### src/rtl/ct_arbiter_if.sv
// rtl/ct_arbiter_if.sv - request/grant and ct_mem port bundle for ct_arbiter
interface ct_arbiter_if #(
    parameter int N_REQ  = 4,
    parameter int ADDR_W = 8,
    parameter int DATA_W = 8
);
    logic [N_REQ-1:0]        req;
    logic [N_REQ-1:0]        lock;
    logic [N_REQ*ADDR_W-1:0] req_addr;
    logic [N_REQ-1:0]        gnt;
    logic [N_REQ-1:0]        rvalid;
    logic [DATA_W-1:0]       rddata;
    logic [ADDR_W-1:0]       mem_addr;
    logic [DATA_W-1:0]       mem_rddata;

    // cores plus the memory side
    modport master (
        output req, lock, req_addr, mem_rddata,
        input  gnt, rvalid, rddata, mem_addr
    );

    // arbiter side
    modport slave (
        input  req, lock, req_addr, mem_rddata,
        output gnt, rvalid, rddata, mem_addr
    );
endinterface

### src/rtl/ct_arbiter.sv
// rtl/ct_arbiter.sv - round-robin arbiter with bounded burst lock sharing one ct_mem
module ct_arbiter #(
    parameter int N_REQ     = 4,
    parameter int ADDR_W    = 8,
    parameter int DATA_W    = 8,
    parameter int MAX_BURST = 4
) (
    input  logic         clk,
    input  logic         rst,
    ct_arbiter_if.slave  io_bus
);
    localparam int PTR_W = (N_REQ > 1) ? $clog2(N_REQ) : 1;
    typedef logic [PTR_W-1:0] ptr_t;

    typedef enum logic {
        ST_RR     = 1'b0,
        ST_LOCKED = 1'b1
    } state_t;

    state_t            r_state;
    state_t            w_state_next;
    ptr_t              r_rr_ptr;
    ptr_t              r_owner;
    logic [3:0]        r_burst_cnt;
    logic [N_REQ-1:0]  r_rv_q;
    logic [ADDR_W-1:0] r_mem_addr;

    logic              w_scan_hit;
    ptr_t              w_scan_idx;
    ptr_t              w_next_ptr;
    logic              w_gnt_hit;
    ptr_t              w_gnt_idx;
    logic [N_REQ-1:0]  w_gnt;
    logic [ADDR_W-1:0] w_gnt_addr;
    logic [3:0]        w_cnt_next;
    logic              w_burst_done;
    logic              w_take_lock;

    // first requester at or after the round-robin pointer, wrapping
    always_comb begin
        int v_j;
        v_j        = 0;
        w_scan_hit = 1'b0;
        w_scan_idx = '0;
        for (int k = 0; k < N_REQ; k++) begin
            v_j = (int'(r_rr_ptr) + k) % N_REQ;
            if (!w_scan_hit && io_bus.req[ptr_t'(v_j)]) begin
                w_scan_hit = 1'b1;
                w_scan_idx = ptr_t'(v_j);
            end
        end
    end

    assign w_next_ptr   = (w_scan_idx == ptr_t'(N_REQ - 1)) ? '0 : w_scan_idx + ptr_t'(1);
    assign w_cnt_next   = r_burst_cnt + 4'd1;
    assign w_burst_done = (w_cnt_next >= 4'(MAX_BURST));
    assign w_take_lock  = w_scan_hit && io_bus.lock[w_scan_idx] && (MAX_BURST > 1);

    // select the granted requester: the lock owner only, or the scan winner
    always_comb begin
        w_gnt_hit = 1'b0;
        w_gnt_idx = r_owner;
        if (!rst) begin
            if (r_state == ST_LOCKED) begin
                w_gnt_hit = io_bus.req[r_owner];
            end else begin
                w_gnt_hit = w_scan_hit;
                w_gnt_idx = w_scan_idx;
            end
        end
        w_gnt = '0;
        if (w_gnt_hit) begin
            w_gnt[w_gnt_idx] = 1'b1;
        end
    end

    assign w_gnt_addr = io_bus.req_addr[int'(w_gnt_idx)*ADDR_W +: ADDR_W];

    // lock state register
    always_ff @(posedge clk) begin
        if (rst) begin
            r_state <= ST_RR;
        end else begin
            r_state <= w_state_next;
        end
    end

    // lock taken on an unlocked grant with lock set; dropped on idle owner, lock low or burst limit
    always_comb begin
        w_state_next = r_state;
        case (r_state)
            ST_RR: begin
                if (w_take_lock) begin
                    w_state_next = ST_LOCKED;
                end
            end
            ST_LOCKED: begin
                if (!io_bus.req[r_owner] || !io_bus.lock[r_owner] || w_burst_done) begin
                    w_state_next = ST_RR;
                end
            end
            default: w_state_next = ST_RR;
        endcase
    end

    // pointer, owner, burst count and the read-return valid pipeline
    always_ff @(posedge clk) begin
        if (rst) begin
            r_rr_ptr    <= '0;
            r_owner     <= '0;
            r_burst_cnt <= 4'd0;
            r_rv_q      <= '0;
        end else begin
            r_rv_q <= w_gnt;
            if (r_state == ST_RR) begin
                if (w_scan_hit) begin
                    r_rr_ptr <= w_next_ptr;
                    if (w_take_lock) begin
                        r_owner     <= w_scan_idx;
                        r_burst_cnt <= 4'd1;
                    end
                end
            end else if (io_bus.req[r_owner]) begin
                r_burst_cnt <= w_cnt_next;
            end
        end
    end

    // last granted address is held so mem_addr never floats once a grant has happened
    always_ff @(posedge clk) begin
        if (w_gnt_hit) begin
            r_mem_addr <= w_gnt_addr;
        end
    end

    assign io_bus.gnt      = w_gnt;
    assign io_bus.rvalid   = r_rv_q;
    assign io_bus.rddata   = io_bus.mem_rddata;
    assign io_bus.mem_addr = w_gnt_hit ? w_gnt_addr : r_mem_addr;
endmodule

### src/flat_wrapper.sv
// flat-port wrapper written by rule: the top's interface ports become plain ports
module ct_arbiter_flat 
#(
    parameter int N_REQ     = 4,
    parameter int ADDR_W    = 8,
    parameter int DATA_W    = 8,
    parameter int MAX_BURST = 4
)
  (clk, rst, io_bus_req, io_bus_lock, io_bus_req_addr, io_bus_mem_rddata, io_bus_gnt, io_bus_rvalid, io_bus_rddata, io_bus_mem_addr);
  ct_arbiter_if #(.N_REQ(N_REQ), .ADDR_W(ADDR_W), .DATA_W(DATA_W)) io_bus_i ();
  input  logic clk;
  input  logic rst;
  input wire logic [$bits(io_bus_i.req)-1:0] io_bus_req;
  input wire logic [$bits(io_bus_i.lock)-1:0] io_bus_lock;
  input wire logic [$bits(io_bus_i.req_addr)-1:0] io_bus_req_addr;
  input wire logic [$bits(io_bus_i.mem_rddata)-1:0] io_bus_mem_rddata;
  output wire logic [$bits(io_bus_i.gnt)-1:0] io_bus_gnt;
  output wire logic [$bits(io_bus_i.rvalid)-1:0] io_bus_rvalid;
  output wire logic [$bits(io_bus_i.rddata)-1:0] io_bus_rddata;
  output wire logic [$bits(io_bus_i.mem_addr)-1:0] io_bus_mem_addr;
  assign io_bus_i.req = io_bus_req;
  assign io_bus_i.lock = io_bus_lock;
  assign io_bus_i.req_addr = io_bus_req_addr;
  assign io_bus_i.mem_rddata = io_bus_mem_rddata;
  assign io_bus_gnt = io_bus_i.gnt;
  assign io_bus_rvalid = io_bus_i.rvalid;
  assign io_bus_rddata = io_bus_i.rddata;
  assign io_bus_mem_addr = io_bus_i.mem_addr;
  ct_arbiter #(.N_REQ(N_REQ), .ADDR_W(ADDR_W), .DATA_W(DATA_W), .MAX_BURST(MAX_BURST)) u_core (.clk(clk), .rst(rst), .io_bus(io_bus_i));
endmodule
### config.mk
export PLATFORM = sky130hd
export DESIGN_NAME = ct_arbiter_flat
export DESIGN_NICKNAME = d
export VERILOG_FILES = /design/src/rtl/ct_arbiter_if.sv /design/src/rtl/ct_arbiter.sv /design/src/flat_wrapper.sv
export SDC_FILE = /design/constraint.sdc
export NUM_CORES = 1
export LEC_CHECK = 0
export CAP_MARGIN = 20
export CELL_PAD_IN_SITES_DETAIL_PLACEMENT = 0
export CELL_PAD_IN_SITES_GLOBAL_PLACEMENT = 2
export CORE_MARGIN = 2
export CORE_UTILIZATION = 27
export CTS_BUF_LIST = sky130_fd_sc_hd__clkbuf_8
export DETAILED_ROUTE_END_ITERATION = 10
export GPL_TIMING_DRIVEN = 0
export PLACE_DENSITY = 0.84
export SLEW_MARGIN = 30
export SYNTH_ARGS = -nofsm -noshare
export SYNTH_HDL_FRONTEND = slang
export SYNTH_SLANG_ARGS = --single-unit
### constraint.sdc
create_clock -name clk -period 3.6 [get_ports clk]
set_input_delay 0.72 -clock clk [delete_from_list [all_inputs] [get_ports clk]]
set_output_delay 0.72 -clock clk [all_outputs]
set_load 0.01 [all_outputs]
==> metrics, run 1 <==
CP Class in -> out; Post-CTS Hold Buffers 0; Post-synth top cells dfxtp_1 (21), a21oi_1 (16), nor2_1 (15), mux4_2 (10), buf_4 (9); vias in the first global route 1618; largest net degree at the start of global routing 12; Chip Height 84.7 um; RD Place Congestion 0.742; violation count after the first detailed-routing iteration 55; Initial Util 27.8%; # fillers 657; period utilisation layout 95.4%; CTS H-Tree Depth 1; status finished clean; gr usage total 14.6%; CP Data Arrival Time 2.72 ns; # rows 29; first-pass GRT wire length 8400 um; final wirelength 5290 um; CP required 2.88 ns; Clock Tree Buf Depth 2; CTS tree yes; Final ANT Viol Nets 0; Synth top area share 23.9%; CTS buffer count 3; CP max-delay cell or4_4; RSZ-0062 raised after global routing false; max cap viols 0; Synthesis Warnings 0; area share of fa/ha/maj cells after synthesis 0.712%; count of cell types in the netlist 50; Die Area 0.00717 sq mm; Clk Latency, worst-skew pair 0.27 ns; largest area contributor in the netlist dfxtp_1; die width 84.7 um; area delta synth->final 49.4%; via/cell ratio 5.14; drt first pass iters 4; Final min period 3.44 ns; mux share of post-synthesis cell area 16.2%; post-DP HPWL 3900 um; leak pwr 0.988 nW; Max Fanout on Critical Path 10; sequential share of the synthesized area 23.9%; reg-to-reg slack, setup 1.53 ns; DR vias 1722; Fmax 291 MHz; Inserted Diodes 0; clk sinks 21; most frequent cell after synthesis dfxtp_1; setup_tns 0 ns; Worst Hold Slack 0.497 ns; CTS clk-pin slew, worst paths 0.08 ns; Synth Area in Simple Gates 20.2%; Peak VDD IR 257 uV; main combinational cell family by area after synthesis compound AO/OA/AOI/OAI gates; Sequential Area 420 sq um; I/O Pins 74; endpoints failing hold 0; Worst setup EP type primary output; Core Box Area 0.00631 sq mm; Worst Tran Pin Value 0.577 ns; Final #Nets 310; Area contributors post-synth dfxtp_1 (24%), mux4_2 (13%), a21oi_1 (4.6%), buf_4 (3.8%), a22o_1 (3.5%); Post-synth ARST share 0%; Syn Area/Cell 9.29 sq um; xor and xnor area share after synthesis 0.997%; Post-synth EDFFs 0; crit-path cells dlygate4sd2_1 -> or4_4 -> and2_4 -> buf_6 -> nor2_4 -> nor2_4 -> buf_6 -> nor2_1 -> a31oi_2 -> clkdlybuf4s15_2; area of the multi-input gates 0.00122 sq mm; clock root cell clkbuf_8; WL/cell 15.8 um; CP peak stage delay 0.59 ns; Slew HR 61.6%; Compound-Gate Fraction of Synth Area 26.9%; Syn Std Cell Area 0.00176 sq mm; top_reg_cell synth dfxtp_1; Syn Inst Count 189; total gr overflow 0; Port Buffers 63; post-synthesis register bit count 21; layout cells sized above 1 29.8%; nature of the critical path startpoint input port; DRC 0; initial antenna violation count 0; Hold Crit Class reg -> reg; Power Density 480 mW/mm^2; Slew Limit Fails 0; Final setup viols 0; Synth Net Count 240; Clock Skew 0.00316 ns
[layout make-up]
cell class	count	share of cell area, %
repair buffers	65	24.0
well taps	77	3.67
clock buffers	3	1.57
flip-flops and latches	21	16.0
clock inverters	1	0.143
multi-input cells	138	46.6
plain buffers	25	7.29
inverters	5	0.715
[layer usage]
metal,part of all wire (%),track usage (%),up-vias
li1,-,-,851
met1,48,20.4,806
met2,45,23.2,61
met3,5.5,3.15,4
met4,0.98,3.46,0
met5,0,0,-
[cells by family (layout without fill, tap and decap cells)]
| group | count (synthesis) | after routing |
|---|---|---|
| muxes | 15 | 15 |
| AOI/OAI and AO/OA | 65 | 65 |
| DFF | 21 | 21 |
| adders and majority gates | 1 | 1 |
| and+or+nand+nor | 55 | 55 |
| xor gates and xnor gates | 2 | 2 |
| buffers and inverters | 30 | 99 |
[worst max-delay path, delay by kind of cell]
family | cells | cell delay, ns
AND/OR/NAND/NOR | 5 | 1.08
AO/OA/AOI/OAI | 1 | 0.05
buffers and inverters | 4 | 0.87
[timing repair]
action                     CTS  global route
resized for setup           42            14
setup endpoints to repair   12            11
pin swaps                    1             0
buffers inserted             2             0
[cell usage in the layout, fill, tap and decap left out, types with 6 or more instances in the layout]
master	instances
a21oi_1	14
a22o_1	7
a22oi_1	7
a31oi_2	7
buf_2	10
buf_4	10
buf_6	8
clkdlybuf4s50_1	48
dfxtp_1	21
mux4_2	10
nor2_1	12
nor3_1	7
o21a_1	7
o21ai_0	6
[where the power goes]
part / switching, mW / internal (mW) / total (mW)
Combinational: 0.382 / 0.381 / 0.763
Clock: 0.0834 / 0.0763 / 0.160
Sequential: 0.0341 / 0.304 / 0.339
[final timing paths]
kind	start	end	depth (start not counted)
min	u_core.r_burst_cnt[1]	u_core.r_burst_cnt[1]	2
max	io_bus_req[1]	io_bus_mem_addr[2]	10
max reg2reg	u_core.r_rr_ptr[1]	u_core.r_owner[0]	7
min reg2reg	u_core.r_burst_cnt[1]	u_core.r_burst_cnt[1]	2
[stage by stage]
| stage | utilization (%) | worst slack [ns] | cells | total power, mW | instance area (sq um) |
|---|---|---|---|---|---|
| floorplan | - | 0.678 | 189 | 0.811 | 1760 |
| global placement | 39.3 | -0.550 | 329 | 1.07 | 2480 |
| detailed placement | 39.3 | -0.591 | 329 | 1.08 | 2480 |
| CTS | 41.2 | 0.00169 | 335 | 1.26 | 2600 |
| global route | 41.6 | 0.0721 | 335 | 1.35 | 2630 |
| finish | 41.6 | 0.165 | 335 | 1.26 | 2630 |
[sequential cells by signal, indices dropped and copies added, names as in the netlist]
signal	count
u_core.r_state	1
u_core.io_bus.rvalid	4
u_core.r_burst_cnt	4
u_core.r_rr_ptr	2
u_core.r_owner	2
u_core.r_mem_addr	8
No activity file was read; power rests on OpenSTA's default activity.
==> run 2, diff against run 1 <==
==> constraint.sdc (replaced) <==
create_clock -name clk -period 3.6 [get_ports clk]
set_input_delay 0.9 -clock clk [delete_from_list [all_inputs] [get_ports clk]]
set_output_delay 0.9 -clock clk [all_outputs]
set_load 0.01 [all_outputs]
==> run 2 against run 1 <==
  * Core utilization increased by 3.9 points
  * Worst hold slack about the same
  * Non-clock buffer count increased by 16
  * Sequential power increased by 3%
  * Register-to-register slack got worse by 0.02 ns
  * Clock power about the same
  * Cell count increased by 4.8%
  * Critical path type unchanged
  * Highest routed layer unchanged
==> metrics, run 2 (synthesized netlist as in run 1, its figures left out) <==
Post-CTS Hold Buffers 0 (unchanged); nature of the critical path startpoint input port (unchanged); Worst Tran Pin Value 0.578 ns (was 0.577 ns); DR vias 1822 (was 1722); clock root cell clkbuf_8 (unchanged); Final min period 3.47 ns (was 3.44 ns); Port Buffers 63 (unchanged); total gr overflow 0 (unchanged); CTS H-Tree Depth 1 (unchanged); Peak VDD IR 261 uV (was 257 uV); Post-DP Area 0.00248 sq mm (unchanged); clk sinks 21 (unchanged); WL/cell 16.0 um (was 15.8 um); Slew Limit Fails 0 (unchanged); Hold Crit Class reg -> reg (unchanged); Clk Latency, worst-skew pair 0.27 ns (about the same); Top Usage Layer GRT met2 (unchanged); # rows 29 (unchanged); CTS buffer count 3 (unchanged); Final #Nets 326 (was 310); final worst-path setup slack 0.131 ns (was 0.165 ns); CP Data Arrival Time 2.57 ns (was 2.72 ns); Fmax 288 MHz (was 291 MHz); Clock Skew 0.00607 ns (was 0.00316 ns); die width 84.7 um (unchanged); pre-CTS WS -0.951 ns (was -0.591 ns); leak pwr 1.07 nW (was 0.988 nW); Inserted Diodes 0 (unchanged); placed cells 329 (unchanged); setup_tns 0 ns (unchanged); max FFs per register 8 (unchanged); most used cell, CP buf_2; Worst setup EP type primary output (unchanged); RD Place Congestion 0.742 (unchanged); Max Fanout on Critical Path 9 (was 10); max cap viols 0 (unchanged); Final setup viols 0 (unchanged); crit-path cells buf_2 -> nor2b_1 -> a221oi_4 -> or2_1 -> buf_6 -> nor2_4 -> a22oi_1 -> a31oi_2 -> buf_2 (was dlygate4sd2_1 -> or4_4 -> and2_4 -> buf_6 -> nor2_4 -> nor2_4 -> buf_6 -> nor2_1 -> a31oi_2 -> clkdlybuf4s15_2); Slew HR 61.5% (was 61.6%); endpoints failing hold 0 (unchanged); Initial Util 27.8% (unchanged); CP Class in -> out (unchanged); Core Box Area 0.00631 sq mm (unchanged); layout cells sized above 1 40.5% (was 29.8%); CP required 2.70 ns (was 2.88 ns); post-DP HPWL 3900 um (unchanged); Final Non-Filler Cells 351 (was 335); vias in the first global route 1711 (was 1618); status finished clean (unchanged); met1 Use GR 21.0% (was 20.4%); Clock Tree Buf Depth 2 (unchanged); area delta synth->final 63.5% (was 49.4%); Die Area 0.00717 sq mm (unchanged); met3 GRT Util 3.24% (was 3.15%); Power Density 493 mW/mm^2 (was 480 mW/mm^2); Biggest register u_core.r_mem_addr (unchanged); violation count after the first detailed-routing iteration 55 (unchanged); period utilisation layout 96.4% (was 95.4%); via/cell ratio 5.19 (was 5.14); initial antenna violation count 0 (unchanged); commonest cells after routing, fill and taps aside clkdlybuf4s50_1 (48), buf_4 (25), dfxtp_1 (21) (was clkdlybuf4s50_1 (48), dfxtp_1 (21), a21oi_1 (14)); Final ANT Viol Nets 0 (unchanged); gr usage total 15.5% (was 14.6%); I/O Pins 74 (unchanged); CP max-delay cell or2_1 (was or4_4); GR Layer Usage met2 25.3% (was 23.2%); final instance area 0.00287 sq mm (was 0.00263 sq mm); first-pass GRT wire length 8890 um (was 8400 um); CP peak stage delay 0.25 ns (was 0.59 ns); commonest non-fill, non-tap cell in the layout clkdlybuf4s50_1 (unchanged); # fillers 642 (was 657); drt first pass iters 4 (unchanged); Chip Height 84.7 um (unchanged); final wirelength 5630 um (was 5290 um); CTS clk-pin slew, worst paths 0.08 ns (about the same); DRC 0 (unchanged); largest net degree at the start of global routing 12 (unchanged); CTS tree yes (unchanged)
-- run 2: cell types whose count changed in the layout (fill, tap and decap cells not counted), moves of 5 or more --
| cell | delta |
|---|---|
| a22oi_1 | -5 |
| a22oi_2 | +5 |
| a31oi_2 | -5 |
| a31oi_4 | +5 |
| buf_4 | +15 |
| nor2_1 | -5 |
-- run 2: critical path, delay by kind of cell --
family | cells | cell delay (ns)
AND/OR/NAND/NOR | 3 | 0.72
AO/OA/AOI/OAI | 3 | 0.48
buffers and inverters | 3 | 0.47
-- run 2: cell type report --
cell class,instances,area (sq um),share of cell area [%]
buffer,24,189,6.58
clock buffer,3,41.3,1.44
clock inverter,1,3.75,0.131
inverter,5,18.8,0.654
multi-input combinational,138,1350,46.9
sequential,21,420,14.6
tap,77,96.3,3.36
timing repair buffer,82,756,26.3
-- run 2: path summary, 6_finish.rpt --
check,startpoint,end,slack (ns),cells past startpoint
worst max-delay path,io_bus_req[1],io_bus_mem_addr[5],0.13,9
worst min-delay path,u_core.r_burst_cnt[1],u_core.r_burst_cnt[1],0.50,2
worst max register to register,u_core.r_owner[1],u_core.r_mem_addr[6],1.51,10
worst min register to register,u_core.r_burst_cnt[1],u_core.r_burst_cnt[1],0.50,2
-- run 2: where the power goes --
| group | internal (mW) | switching, mW | leakage [nW] |
|---|---|---|---|
| clock network | 0.0764 | 0.0864 | 0.0269 |
| registers | 0.305 | 0.0450 | 0.174 |
| logic | 0.467 | 0.435 | 0.865 |
| total | 0.848 | 0.566 | 1.07 |
-- run 2: layer usage --
layer	up-vias	routed length (um)	part of all wire (%)
met5	-	0	0
met4	0	52	0.92
met3	4	316	5.6
met2	67	2660	47
met1	866	2610	46
li1	885	-	-
-- run 2: metrics by stage --
step	total power, mW	util, %	hold WS, ns
after CTS	1.34	43.8	0.499
after global placement	1.07	39.3	0.479
final	1.41	45.5	0.497
after global routing	1.50	45.5	0.523
after floorplan	0.811	-	0.471
after detailed placement	1.08	39.3	0.482
-- run 2: what timing repair did --
item	in CTS	in global routing
endpoints found under the setup margin	12	11
resized for setup	89	16
setup buffers	11	6
gates cloned	2	0
pin swaps	4	14
==> run 3, diff against run 2 <==
CORE_ASPECT_RATIO = 0.75   (was default)
TNS_END_PERCENT = 50   (was default)
==> run 3 against run 2 <==
  * Cell count shrank 0.85%
  * Clock skew grew 0.0012 ns
  * Register-to-register slack got worse by 0.12 ns
  * Global-route usage shrank 0.27 points
  * Maximum frequency shrank 1.8%
  * First-iteration DRC count is 27% lower
  * Flip-flop and latch count unchanged
  * Wire length grew 0.14%
  * Count of clock-buffer cells in the layout stayed put
  * Critical path type unchanged
  * Largest cell class unchanged
  * Largest power group unchanged
==> metrics, run 3 (synthesized netlist as in run 1, its figures left out) <==
status finished clean (unchanged); via/cell ratio 5.16 (was 5.19); max FFs per register 8 (unchanged); commonest non-fill, non-tap cell in the layout clkdlybuf4s50_1 (unchanged); Post-CTS Hold Buffers 0 (unchanged); pre-CTS WS -0.973 ns (was -0.951 ns); switching share of power 41.2% (was 40.0%); clk sinks 21 (unchanged); crit path from io_bus_req[2] (was io_bus_req[1]); Clock Skew 0.00730 ns (was 0.00607 ns); switching power 580 uW (was 566 uW); first-pass GRT wire length 8660 um (was 8890 um); RD Place Congestion 0.769 (was 0.742); layout cells sized above 1 39.0% (was 40.5%); Worst setup endpoint io_bus_gnt[1] (was io_bus_mem_addr[5]); worst r2r src u_core.r_rr_ptr[1] (was u_core.r_owner[1]); clock root cell clkbuf_8 (unchanged); commonest cells after routing, fill and taps aside clkdlybuf4s50_1 (48), dfxtp_1 (21), buf_4 (18) (was clkdlybuf4s50_1 (48), buf_4 (25), dfxtp_1 (21)); Final ANT Viol Nets 0 (unchanged); RSZ-0062 raised after global routing false; largest net degree at the start of global routing 14 (was 12); total gr overflow 0 (unchanged); Reg power frac 25.3% (was 24.7%); period utilisation layout 98.2% (was 96.4%); DR vias 1796 (was 1822); Biggest register u_core.r_mem_addr (unchanged); CTS H-Tree Depth 1 (unchanged); Slew Limit Fails 0 (unchanged); placed cells 333 (was 329); Int Pwr 828 uW (was 848 uW); Core Box Area 0.00629 sq mm (was 0.00631 sq mm); nature of the critical path startpoint input port (unchanged); area delta synth->final 60.8% (was 63.5%); Final setup viols 0 (unchanged); violation count after the first detailed-routing iteration 40 (was 55); CP Class in -> out (unchanged); combinational share of power 62.3% (was 63.7%); drt first pass iters 4 (unchanged); worst r2r path cells 8 (was 10); I/O Pins 74 (unchanged); die width 97.1 um (was 84.7 um); Power Density 499 mW/mm^2 (was 493 mW/mm^2); Worst setup EP type primary output (unchanged); Final min period 3.53 ns (was 3.47 ns); Chip Height 73.9 um (was 84.7 um); initial antenna violation count 0 (unchanged); Die Area 0.00717 sq mm (about the same); reg-to-reg slack, setup 1.39 ns (was 1.51 ns); vias in the first global route 1664 (was 1711); WL/cell 16.2 um (was 16.0 um); Clock Tree Buf Depth 2 (unchanged); leak pwr 1.02 nW (was 1.07 nW); CTS clk-pin slew, worst paths 0.10 ns (was 0.08 ns); Port Buffers 63 (unchanged); Hold Crit Class reg -> reg (unchanged); Slew HR 47.2% (was 61.5%); endpoints failing hold 0 (unchanged); final instance area 0.00282 sq mm (was 0.00287 sq mm); DRC 0 (unchanged); Max Fanout on Critical Path 6 (was 9); Final Non-Filler Cells 348 (was 351); CP required 2.70 ns (about the same); Clk pwr share 12.4% (was 11.5%); final wirelength 5640 um (was 5630 um); CTS tree yes (unchanged); Inserted Diodes 0 (unchanged); CTS buffer count 3 (unchanged); Fmax 283 MHz (was 288 MHz); worst reg2reg path endpoint u_core.r_owner[0] (was u_core.r_mem_addr[6]); Clk Latency, worst-skew pair 0.27 ns (about the same); # rows 25 (was 29); Final #Nets 319 (was 326); post-DP HPWL 4070 um (was 3900 um); final worst-path setup slack 0.0661 ns (was 0.131 ns); Worst Tran Pin Value 0.792 ns (was 0.578 ns); max cap viols 0 (unchanged); Post-DP Area 0.00249 sq mm (was 0.00248 sq mm); Initial Util 27.9% (was 27.8%); gr usage total 15.2% (was 15.5%); CP Data Arrival Time 2.63 ns (was 2.57 ns); Peak VDD IR 272 uV (was 261 uV)
-- run 3: power groups by stage --
stage	logic [mW]	clock network, mW	registers (mW)
2_1_floorplan	0.477	0	0.335
3_3_place_gp	0.742	0	0.338
3_5_place_dp	0.742	0	0.342
4_1_cts	0.838	0.176	0.353
5_1_grt	0.949	0.185	0.362
6_report	0.878	0.174	0.357
-- run 3: worst min path at each step --
stage                                     start               endpoint  slack, ns  cells past startpoint
after global routing       u_core.r_mem_addr[1]   u_core.r_mem_addr[1]       0.52                      2
after floorplan           u_core.r_burst_cnt[1]  u_core.r_burst_cnt[1]       0.47                      2
after global placement     u_core.r_mem_addr[4]   u_core.r_mem_addr[4]       0.48                      2
final                     u_core.r_burst_cnt[1]  u_core.r_burst_cnt[1]       0.50                      2
after detailed placement   u_core.r_mem_addr[3]   u_core.r_mem_addr[3]       0.48                      2
after CTS                 u_core.r_burst_cnt[1]  u_core.r_burst_cnt[1]       0.50                      2
-- run 3: critical path: stages --
cell	delay, ns
clkdlybuf4s15_1	0.19
buf_6	0.14
or4_4	0.55
and2_4	0.17
nor2_4	0.13
nor2_4	0.08
buf_6	0.15
o21a_1	0.11
clkdlybuf4s15_2	0.23
-- run 3: per-stage QoR --
stage	hold slack [ns]	power, mW	TNS (ns)	utilization (%)
after global routing	0.523	1.50	0	44.9
after detailed placement	0.482	1.08	-9.76	39.6
after CTS	0.502	1.37	0	43.8
final	0.499	1.41	0	44.9
after global placement	0.476	1.08	-10.56	39.6
after floorplan	0.471	0.811	0	-
-- run 3: cell type report --
| type | count | area [sq um] |
|---|---|---|
| fill | 602 | 3460 |
| multi-input combinational | 138 | 1350 |
| timing repair buffer | 75 | 703 |
| sequential | 21 | 420 |
| buffer | 24 | 184 |
| tap | 81 | 101 |
| clock buffer | 3 | 41.3 |
| inverter | 5 | 18.8 |
| clock inverter | 1 | 7.51 |
-- run 3: routing by layer --
layer	part of all wire (%)	up-vias	routed length [um]	track usage [%]
li1	-	872	-	-
met1	50	876	2820	22.3
met2	43	46	2430	23.5
met3	6.6	2	373	4.09
met4	0.27	0	15	0.939
met5	0	-	0	0
-- run 3: what timing repair did --
action | in CTS | in global routing
resized for setup | 87 | 16
pin swaps | 7 | 4
endpoints found under the setup margin | 12 | 10
setup buffers | 9 | 1
hold endpoints to repair | 0 | 0
gates cloned | 2 | 0
